$ cat config.mk
export PLATFORM = sky130hd
export DESIGN_NAME = seg7_scan_driver_flat
export DESIGN_NICKNAME = d
export VERILOG_FILES = /design/src/rtl/seg7_scan_driver_if.sv /design/src/rtl/seg7_scan_driver.sv /design/src/flat_wrapper.sv
export SDC_FILE = /design/constraint.sdc
export NUM_CORES = 1
export LEC_CHECK = 0
export BUFFER_PORTS_ARGS = -buffer_cell sky130_fd_sc_hd__buf_2
export CAP_MARGIN = 20
export CORE_UTILIZATION = 35
export CTS_CLUSTER_SIZE = 10
export DETAILED_ROUTE_END_ITERATION = 8
export PLACE_DENSITY = 0.64
export SKIP_LAST_GASP = 1
export SLEW_MARGIN = 10
export SYNTH_ARGS = -nofsm -noshare
export SYNTH_HDL_FRONTEND = slang
export SYNTH_SLANG_ARGS = --single-unit
$ cat constraint.sdc
create_clock -name clk -period 2.5 [get_ports clk]
set_input_delay 0.5 -clock clk [delete_from_list [all_inputs] [get_ports clk]]
set_output_delay 0.5 -clock clk [all_outputs]
set_load 0.01 [all_outputs]
$ cat src/rtl/seg7_scan_driver_if.sv
// seg7_scan_driver_if
// Bundles the digit-load strobe and the display pins of seg7_scan_driver.
//
// Load semantics: 'load' is a single-cycle capture strobe. There is no ready.
// The driver samples bcd_in/dp_in on every clock edge where load=1, so the
// source holds load high for exactly the cycles whose data it wants captured.
// Display outputs (seg, dp, an, frame_tick) are registered and active-low,
// except frame_tick, which is an active-high one-cycle pulse.
interface seg7_scan_driver_if;
    logic        load;
    logic [15:0] bcd_in;
    logic [3:0]  dp_in;
    logic [6:0]  seg;
    logic        dp;
    logic [3:0]  an;
    logic        frame_tick;

    // Source side: supplies digits, observes the display pins
    modport master (
        output load, bcd_in, dp_in,
        input  seg, dp, an, frame_tick
    );

    // Driver side: the scan driver itself
    modport slave (
        input  load, bcd_in, dp_in,
        output seg, dp, an, frame_tick
    );
endinterface

$ cat src/rtl/seg7_scan_driver.sv
// seg7_scan_driver
// Time-multiplexes four BCD digits with decimal points onto a 4-digit
// common-anode seven-segment display. The input is double-buffered: a
// pending buffer takes loads, and the active buffer it feeds is updated only
// at frame boundaries, so a frame never mixes old and new digits. Each digit
// slot starts with DEAD_CYCLES of all-anodes-off to suppress ghosting.
//
// Optional feature: define LEADING_ZERO_BLANK_EN to blank leading zero
// digits 3..1 (digit 0 is always shown).
module seg7_scan_driver #(
    parameter int REFRESH_DIV = 100000,
    parameter int DEAD_CYCLES = 1000
) (
    input  logic                clk,
    input  logic                reset,
    seg7_scan_driver_if.slave   bus
);

    localparam int CW = (REFRESH_DIV > 1) ? $clog2(REFRESH_DIV) : 1;
    localparam logic [CW-1:0] C_LAST = CW'(REFRESH_DIV - 1);
    localparam logic [CW-1:0] C_DEAD = CW'(DEAD_CYCLES);

    // Slot timing state
    logic [CW-1:0] r_cnt;
    logic [1:0]    r_idx;

    // Pending and active digit buffers
    logic [15:0]   r_pend_bcd;
    logic [3:0]    r_pend_dp;
    logic          r_pend;
    logic [15:0]   r_act_bcd;
    logic [3:0]    r_act_dp;

    // Registered pin drivers
    logic [6:0]    r_seg;
    logic          r_dp;
    logic [3:0]    r_an;
    logic          r_frame_tick;

    logic          w_wrap;
    logic          w_frame;
    logic          w_dead;
    logic          w_blank;
    logic [3:0]    w_digit;
    logic          w_dp_req;

    // Segment pattern {g,f,e,d,c,b,a}, active-low; non-decimal codes show a dash
    function automatic logic [6:0] f_decode(input logic [3:0] d);
        logic [6:0] s;
        case (d)
            4'd0:    s = 7'b1000000;
            4'd1:    s = 7'b1111001;
            4'd2:    s = 7'b0100100;
            4'd3:    s = 7'b0110000;
            4'd4:    s = 7'b0011001;
            4'd5:    s = 7'b0010010;
            4'd6:    s = 7'b0000010;
            4'd7:    s = 7'b1111000;
            4'd8:    s = 7'b0000000;
            4'd9:    s = 7'b0010000;
            default: s = 7'b0111111;
        endcase
        return s;
    endfunction

    assign w_wrap   = (r_cnt == C_LAST);
    assign w_frame  = w_wrap && (r_idx == 2'd3);
    assign w_dead   = (r_cnt < C_DEAD);
    assign w_digit  = r_act_bcd[{r_idx, 2'b00} +: 4];
    assign w_dp_req = r_act_dp[r_idx];

`ifdef LEADING_ZERO_BLANK_EN
    logic [3:0] w_zero;
    logic [3:0] w_blank_vec;

    // A digit is blanked when it and every digit to its left are zero
    always_comb begin
        w_zero[0] = (r_act_bcd[3:0]   == 4'd0);
        w_zero[1] = (r_act_bcd[7:4]   == 4'd0);
        w_zero[2] = (r_act_bcd[11:8]  == 4'd0);
        w_zero[3] = (r_act_bcd[15:12] == 4'd0);
        w_blank_vec[3] = w_zero[3];
        w_blank_vec[2] = w_zero[3] & w_zero[2];
        w_blank_vec[1] = w_zero[3] & w_zero[2] & w_zero[1];
        w_blank_vec[0] = 1'b0;
    end

    assign w_blank = w_blank_vec[r_idx];
`else
    assign w_blank = 1'b0;
`endif

    // Slot counter and digit index; index advances when the slot counter wraps
    always_ff @(posedge clk or negedge reset) begin
        if (!reset) begin
            r_cnt <= '0;
            r_idx <= 2'd0;
        end else if (w_wrap) begin
            r_cnt <= '0;
            r_idx <= r_idx + 2'd1;
        end else begin
            r_cnt <= r_cnt + 1'b1;
        end
    end

    // Double buffer: loads land in pending; active changes only at frame boundaries
    always_ff @(posedge clk or negedge reset) begin
        if (!reset) begin
            r_pend_bcd <= '0;
            r_pend_dp  <= '0;
            r_pend     <= 1'b0;
            r_act_bcd  <= '0;
            r_act_dp   <= '0;
        end else if (w_frame && bus.load) begin
            // A load coinciding with the boundary bypasses pending so it shows this frame
            r_act_bcd  <= bus.bcd_in;
            r_act_dp   <= bus.dp_in;
            r_pend     <= 1'b0;
        end else if (w_frame && r_pend) begin
            r_act_bcd  <= r_pend_bcd;
            r_act_dp   <= r_pend_dp;
            r_pend     <= 1'b0;
        end else if (bus.load) begin
            r_pend_bcd <= bus.bcd_in;
            r_pend_dp  <= bus.dp_in;
            r_pend     <= 1'b1;
        end
    end

    // Pin registers: one clock behind the slot state; off during dead time or blanking
    always_ff @(posedge clk or negedge reset) begin
        if (!reset) begin
            r_an         <= 4'b1111;
            r_seg        <= 7'b1111111;
            r_dp         <= 1'b1;
            r_frame_tick <= 1'b0;
        end else begin
            r_frame_tick <= w_frame;
            if (w_dead || w_blank) begin
                r_an  <= 4'b1111;
                r_seg <= 7'b1111111;
                r_dp  <= 1'b1;
            end else begin
                r_an  <= ~(4'b0001 << r_idx);
                r_seg <= f_decode(w_digit);
                r_dp  <= ~w_dp_req;
            end
        end
    end

    assign bus.an         = r_an;
    assign bus.seg        = r_seg;
    assign bus.dp         = r_dp;
    assign bus.frame_tick = r_frame_tick;

endmodule

$ cat src/flat_wrapper.sv
// flat-port wrapper written by rule: the top's interface ports become plain ports
module seg7_scan_driver_flat 
#(
    parameter int REFRESH_DIV = 100000,
    parameter int DEAD_CYCLES = 1000
)
  (clk, reset, bus_load, bus_bcd_in, bus_dp_in, bus_seg, bus_dp, bus_an, bus_frame_tick);
  seg7_scan_driver_if bus_i ();
  input  logic clk;
  input  logic reset;
  input wire logic [$bits(bus_i.load)-1:0] bus_load;
  input wire logic [$bits(bus_i.bcd_in)-1:0] bus_bcd_in;
  input wire logic [$bits(bus_i.dp_in)-1:0] bus_dp_in;
  output wire logic [$bits(bus_i.seg)-1:0] bus_seg;
  output wire logic [$bits(bus_i.dp)-1:0] bus_dp;
  output wire logic [$bits(bus_i.an)-1:0] bus_an;
  output wire logic [$bits(bus_i.frame_tick)-1:0] bus_frame_tick;
  assign bus_i.load = bus_load;
  assign bus_i.bcd_in = bus_bcd_in;
  assign bus_i.dp_in = bus_dp_in;
  assign bus_seg = bus_i.seg;
  assign bus_dp = bus_i.dp;
  assign bus_an = bus_i.an;
  assign bus_frame_tick = bus_i.frame_tick;
  seg7_scan_driver #(.REFRESH_DIV(REFRESH_DIV), .DEAD_CYCLES(DEAD_CYCLES)) u_core (.clk(clk), .reset(reset), .bus(bus_i));
endmodule
==> flow_summary_export.csv, run 1 <==
group,metric,value,unit
status,status,"completed",
clock_tree,cts_buffer_depth,2,
route,wirelength,7730,um
grt,grt.overflow.total,0,
power,p_seq_frac,0.527,
critical_path,path_cells,"or4_4 -> or3_4 -> o31ai_4 -> buf_4 -> mux2_2",
finish,area_growth_syn_to_layout,16.0,%
yosys,post_synth_most_frequent_cells,"dfrtp_1, nor2_1, nor3_1",
timing,fin_tns_setup,0,ps
power,finalPower,2330,uW
yosys,synth_cells,317,
grt,grt_max_degree,74,
timing,worst_pin_slew,766,ps
finish,layout-drive-gt1-share,0.356,
power,p_sw,495,uW
yosys,synth-async-reset-ratio,1.00,
grt,antenna_found_initial,0,
run,drv_cap,0,
finish,diodes,0,
critical_path,critPathCaptureType,"flop",
critical_path,worst_setup_path_start_kind,"flop",
die,fp.dieArea,10700,um^2
yosys,synth_largest_area_cell,"dfrtp_1",
route,vias_per_cell,5.35,
timing,rsz0062_at_grt,"false",
route,drtAntennaViolNets,0,
die,fp.dieH,104,um
yosys,synthFlopType,"dfrtp_1",
yosys,synth.distinct_cells,45,
yosys,ys_top_cells_by_area,"dfrtp_1, dfstp_2, mux2_2, o221a_2, ha_1",
die,initial_core_util,0.366,
route,num_vias,2650,
critical_path,path_class,"reg2reg",
yosys,yosysMostFrequentCell,"dfrtp_1",
clock_tree,postCtsSetupBuffers,0,
clock_tree,clk_pin_slew,80,ps
worst_hold_path,hold_class,"in2async",
clock_tree,clock_latency,340,ps
clock_tree,cts_resized,0,
yosys,synth_edf_count,0,
yosys,synth-seq-cells,73,
die,core,9860,um^2
critical_path,max_stage_delay,600,ps
timing,drv_slew,0,
yosys,ys_warn_count,0,
timing,hold_viol_final,0,
timing,period_share,0.952,
grt,grt_pass1_wl,13300,um
timing,period_minus_slack,2380,ps
yosys,synth.top_cell.area_share,0.423,
clock_tree,cts_buffers,9,
placement,placedCellCount,479,
critical_path,startpoint,"u_core.r_cnt[11]",
clock_tree,cts-htree-levels,3,
timing,clock_skew,8.60,ps
power,power_leakage,0.00173,uW
route,wl_per_cell,15.6,um
die,rows,36,
power,internal_power,1840,uW
yosys,yosysSeqAreaShare,0.510,
critical_path,critPathRequiredTime,2730,ps
yosys,avgSynthCellArea,11.4,um^2
route,dr.pass1.iters,4,
timing,fmax,420,MHz
critical_path,arrival,2610,ps
grt,grt_pass1_vias,2736,
power,max-vdd-ir-drop,0.275,mV
finish,layout.cells.non_filler,495,
yosys,syn_nets,350,
power,combPwrFrac,0.051,
route,drc,0,
timing,setup_viol,0,
clock_tree,holdBufCountCts,0,
critical_path,slowest_stage,"or4_4",
yosys,syn-cell-area,3610,um^2
clock_tree,cts_tree,"built",
die,die_w,104,um
finish,fin_nets,390,
power,power_density,557,nW/um^2
critical_path,critPathMaxFanout,12,
die,io_pins,36,
clock_tree,clock-sinks,73,
critical_path,reg2reg_from,"u_core.r_cnt[11]",
clock_tree,cts-root-buf,"clkbuf_8",
placement,dp_hpwl,5330,um
placement,portBuffers,35,
power,sw_frac_of_total,0.212,
grt,groute.usage.overall,0.156,
placement,gp_congestion,0.782,
power,clockPowerShare,0.422,
timing,slew_headroom,0.486,
route,drt_iter0_drc,165,
## worst max-delay path: cells and delay by family (launching register included)
family | cells | cell delay, ps
AOI/OAI and AO/OA | 1 | 200
buffers and inverters | 1 | 250
DFF | 1 | 430
muxes | 1 | 360
and+or+nand+nor | 2 | 1030
## logic make-up after synthesis
group,Yosys count,synth area share
compound gates,63,0.138
xor+xnor,13,0.0315
flops,73,0.510
fa+ha+maj,10,0.0347
buf+inv,27,0.0340
mux,26,0.0963
simple gates,105,0.156
## per-stage QoR
step                utilization  instance area [um^2]  hold slack [ps]  worst slack, ps
global placement          0.402                  3970              472              171
global route              0.425                  4190              208             51.2
finish                    0.425                  4190              174              121
floorplan                     -                  3610              204              280
CTS                       0.425                  4190              190              113
detailed placement        0.402                  3970              476              122
## final cells by class
class                      count  area (um^2)
inverter                       8         30.0
timing repair buffer          48          285
sequential                    73         1840
fill                         957         5680
multi-input combinational    217         1650
tap                          133          166
clock buffer                  14          183
clock inverter                 2         35.0
## state kept, by name, summed over array words and instances, names as in the netlist
signal,flops
u_core.r_cnt,17
u_core.r_idx,2
u_core.r_pend_bcd,16
u_core.r_act_dp,4
u_core.bus.seg,7
u_core.bus.dp,1
u_core.bus.frame_tick,1
u_core.r_act_bcd,16
u_core.r_pend,1
u_core.bus.an,4
u_core.r_pend_dp,4
## power groups by stage
stage	registers, uW	logic [uW]	clock network, uW
after floorplan	1250	62.1	0
after global placement	1250	117	0
after detailed placement	1250	121	0
after CTS	1230	121	1020
after global routing	1230	134	1070
final	1230	119	983
## worst paths after layout
kind	end	depth (start not counted)	slack, ps
worst max-delay path	u_core.r_pend_bcd[13]	5	120
worst min-delay path	u_core.r_cnt[9]	2	170
worst max register to register	u_core.r_pend_bcd[13]	5	120
worst min register to register	u_core.r_cnt[0]	1	480
max in group asynchronous	u_core.bus.an[0]	2	1970
min in group clk	u_core.r_pend_dp[1]	2	410
## placed cells by master (no fill, tap or decap), drive strengths merged, types with 2 or more instances in the layout
cell     n
dfrtp   61
buf     48
nor2    29
nor3    24
mux2    20
o221a   19
nand2   18
a31oi   18
clkbuf  14
dfstp   12
o21ai   11
xnor2   10
ha      10
inv      8
a21oi    8
nand3    5
mux4     5
nand4    5
and4     3
xor2     3
nand2b   3
nor4     3
and3     2
a31o     2
and2     2
or2      2
or3      2
o31ai    2
## routing by layer
layer	vias to the layer above	part of all wire	GRT usage
li1	1251	-	-
met1	1321	0.47	0.205
met2	69	0.48	0.247
met3	9	0.041	0.0239
met4	0	0.017	0.0828
met5	-	0	0
Note: power is estimated with default switching activity, not from simulation.
==> run 2, diff against run 1 <==
--- a/config.mk
+++ b/config.mk
@@ -5,6 +5,7 @@
 export SDC_FILE = /design/constraint.sdc
 export NUM_CORES = 1
 export LEC_CHECK = 0
+export ABC_AREA = 1
 export BUFFER_PORTS_ARGS = -buffer_cell sky130_fd_sc_hd__buf_2
 export CAP_MARGIN = 20
 export CORE_UTILIZATION = 35
==> flow_summary_export.csv, run 2 <==
group,metric,value,unit
yosys,synth_cells,483,
critical_path,cp_top_family,"flip-flops",
die,initial_core_util,0.359,
clock_tree,clock_latency,340,ps
clock_tree,cts_resized,0,
timing,rsz0062_at_grt,"false",
clock_tree,clk_pin_slew,70,ps
route,drc,0,
clock_tree,cts_buffer_depth,2,
route,dr.pass1.iters,5,
grt,groute.usage.overall,0.152,
placement,gp_congestion,0.837,
yosys,avgSynthCellArea,7.63,um^2
finish,diodes,0,
timing,clock_skew,8.81,ps
yosys,synthFlopType,"dfrtp_1",
critical_path,critPathCaptureType,"flop",
finish,fillers,1076,
yosys,synth-seq-cells,73,
yosys,synth-async-reset-ratio,1.00,
critical_path,max_stage_delay,630,ps
yosys,syn_nets,516,
route,wirelength,7610,um
route,num_vias,3064,
die,io_pins,36,
finish,regMostFlops,"u_core.r_cnt",
yosys,ys_warn_count,0,
power,p_sw,524,uW
critical_path,crit_buf_inv,2,
critical_path,reg2reg_slack,510,ps
clock_tree,cts-root-buf,"clkbuf_8",
route,vias_per_cell,4.65,
timing,fin_tns_setup,0,ps
finish,final_common_cell,"nand2_1",
timing,hold_viol_final,0,
critical_path,worst_setup_path_start_kind,"flop",
yosys,yosysMostFrequentCell,"nand2_1",
clock_tree,cts-htree-levels,3,
timing,period_minus_slack,1990,ps
critical_path,reg2reg_from,"u_core.r_idx[0]",
die,core,10300,um^2
route,wl_per_cell,11.5,um
yosys,synth.distinct_cells,29,
clock_tree,cts_buffers,9,
placement,placedCellCount,643,
grt,grt_pass1_vias,2914,
power,sw_frac_of_total,0.246,
yosys,synth_largest_area_cell,"dfrtp_1",
finish,area_growth_syn_to_layout,13.3,%
yosys,syn-cell-area,3690,um^2
grt,grt.overflow.total,0,
critical_path,path_cells,"inv_2 -> nand2_1 -> nand3_1 -> nand2_1 -> inv_1 -> ha_1 -> or2_2 -> o21ai_0 -> o21ai_0",
placement,dp_hpwl,5500,um
critical_path,arrival,2240,ps
yosys,synth.top_cell.area_share,0.414,
critical_path,rr_worst_depth,9,
yosys,yosysSeqAreaShare,0.499,
power,power_leakage,0.00224,uW
run,drv_cap,0,
die,fp.dieH,105,um
power,internal_power,1610,uW
route,drtAntennaViolNets,0,
grt,antenna_found_initial,0,
timing,fmax,503,MHz
critical_path,slowest_stage,"dfrtp_1",
timing,period_share,0.795,
clock_tree,postCtsSetupBuffers,0,
die,die_w,105,um
finish,layout.cells.non_filler,659,
timing,worst_pin_slew,585,ps
finish,fin_nets,551,
die,rows,37,
critical_path,critPathMaxFanout,16,
worst_hold_path,hold_class,"in2async",
grt,grt_max_degree,74,
critical_path,critPathRequiredTime,2750,ps
timing,setup_viol,0,
placement,portBuffers,35,
yosys,post_synth_most_frequent_cells,"nand2_1, dfrtp_1, nor2_1",
power,power_density,511,nW/um^2
status,status,"completed",
power,combPwrFrac,0.060,
die,fp.dieArea,10900,um^2
finish,mostFrequentLayoutCells,"nand2_1, nor2_1, dfrtp_1",
finish,layout-drive-gt1-share,0.155,
clock_tree,holdBufCountCts,0,
power,max-vdd-ir-drop,0.322,mV
timing,drv_slew,0,
power,p_seq_frac,0.574,
clock_tree,clock-sinks,73,
finish,top_regs,"u_core.r_cnt (17), u_core.r_act_bcd (16), u_core.r_pend_bcd (16)",
critical_path,rr_endpoint,"u_core.bus.seg[6]",
power,clockPowerShare,0.366,
route,drt_iter0_drc,170,
timing,slew_headroom,0.610,
yosys,ys_top_cells_by_area,"dfrtp_1, nand2_1, dfstp_2, nor2_1, nand3_1",
timing,worst_hold_slack,183,ps
critical_path,path_class,"reg2reg",
clock_tree,cts_tree,"built",
yosys,synth_edf_count,0,
grt,grt_pass1_wl,13200,um
finish,largest_reg_flops,17,
run 2: changes by cell type after synthesis, moves of 17 or more:
cell / previous run / this run
mux2_2: 20 / 0
o221a_2: 19 / 0
nor2_1: 29 / 61
inv_1: 8 / 50
nand3_1: 5 / 45
a31oi_1: 18 / 1
nand2_1: 18 / 168
run 2: layout make-up:
cell class,count,area [um^2],share of cell area
Inverter,54,203,0.0485
Tap cell,136,170,0.0407
Clock inverter,6,35.0,0.00839
Clock buffer,10,128,0.0306
Sequential cell,73,1840,0.441
Timing Repair Buffer,42,240,0.0575
Multi-Input combinational cell,338,1560,0.373
run 2: worst max path at each step:
stage | start | to | slack, ps | cells after the start
after CTS | u_core.r_idx[0] | u_core.bus.seg[6] | 530 | 9
after global routing | u_core.r_idx[0] | u_core.bus.seg[6] | 300 | 9
after global placement | u_core.r_idx[0] | u_core.bus.seg[6] | 620 | 9
final | u_core.r_idx[0] | u_core.bus.seg[6] | 510 | 9
after floorplan | u_core.r_idx[0] | u_core.bus.seg[5] | 840 | 9
after detailed placement | u_core.r_idx[0] | u_core.bus.seg[6] | 540 | 9
run 2: kinds of logic after synthesis:
group,Yosys count,share of synthesized area
flops,73,0.499
buf+inv,72,0.0777
compound gates,25,0.0380
fa+ha+maj,10,0.0339
simple gates,296,0.334
xor+xnor,7,0.0166
run 2: worst reg2reg max path, stage by stage, from the launching register on:
cell and delay (ps):
dfrtp_1 630, inv_2 180, nand2_1 100, nand3_1 60, nand2_1 170, inv_1 100
ha_1 200, or2_2 300, o21ai_0 80, o21ai_0 90
run 2: layer usage:
metal / up-vias / wire [um] / GRT usage / share of wire
met3: 10 / 279 / 0.0362 / 0.037
met5: - / 0 / 0 / 0
met2: 54 / 3610 / 0.252 / 0.47
met4: 0 / 100 / 0.0584 / 0.013
met1: 1429 / 3610 / 0.191 / 0.47
li1: 1571 / - / - / -
run 2: metrics by stage:
| step | instance area, um^2 | util | worst slack (ps) | total power [uW] |
|---|---|---|---|---|
| 6_report | 4180 | 0.406 | 511 | 2130 |
| 2_1_floorplan | 3690 | - | 843 | 1310 |
| 3_5_place_dp | 4010 | 0.391 | 536 | 1380 |
| 5_1_grt | 4180 | 0.406 | 303 | 2240 |
| 3_3_place_gp | 4010 | 0.391 | 624 | 1370 |
| 4_1_cts | 4180 | 0.406 | 532 | 2170 |
run 2: power by group through the flow:
stage | logic [uW] | clock network (uW) | registers (uW)
after global placement | 127 | 0 | 1250
after detailed placement | 131 | 0 | 1250
after CTS | 132 | 815 | 1220
final | 128 | 782 | 1220
after global routing | 153 | 862 | 1230
after floorplan | 67.6 | 0 | 1240
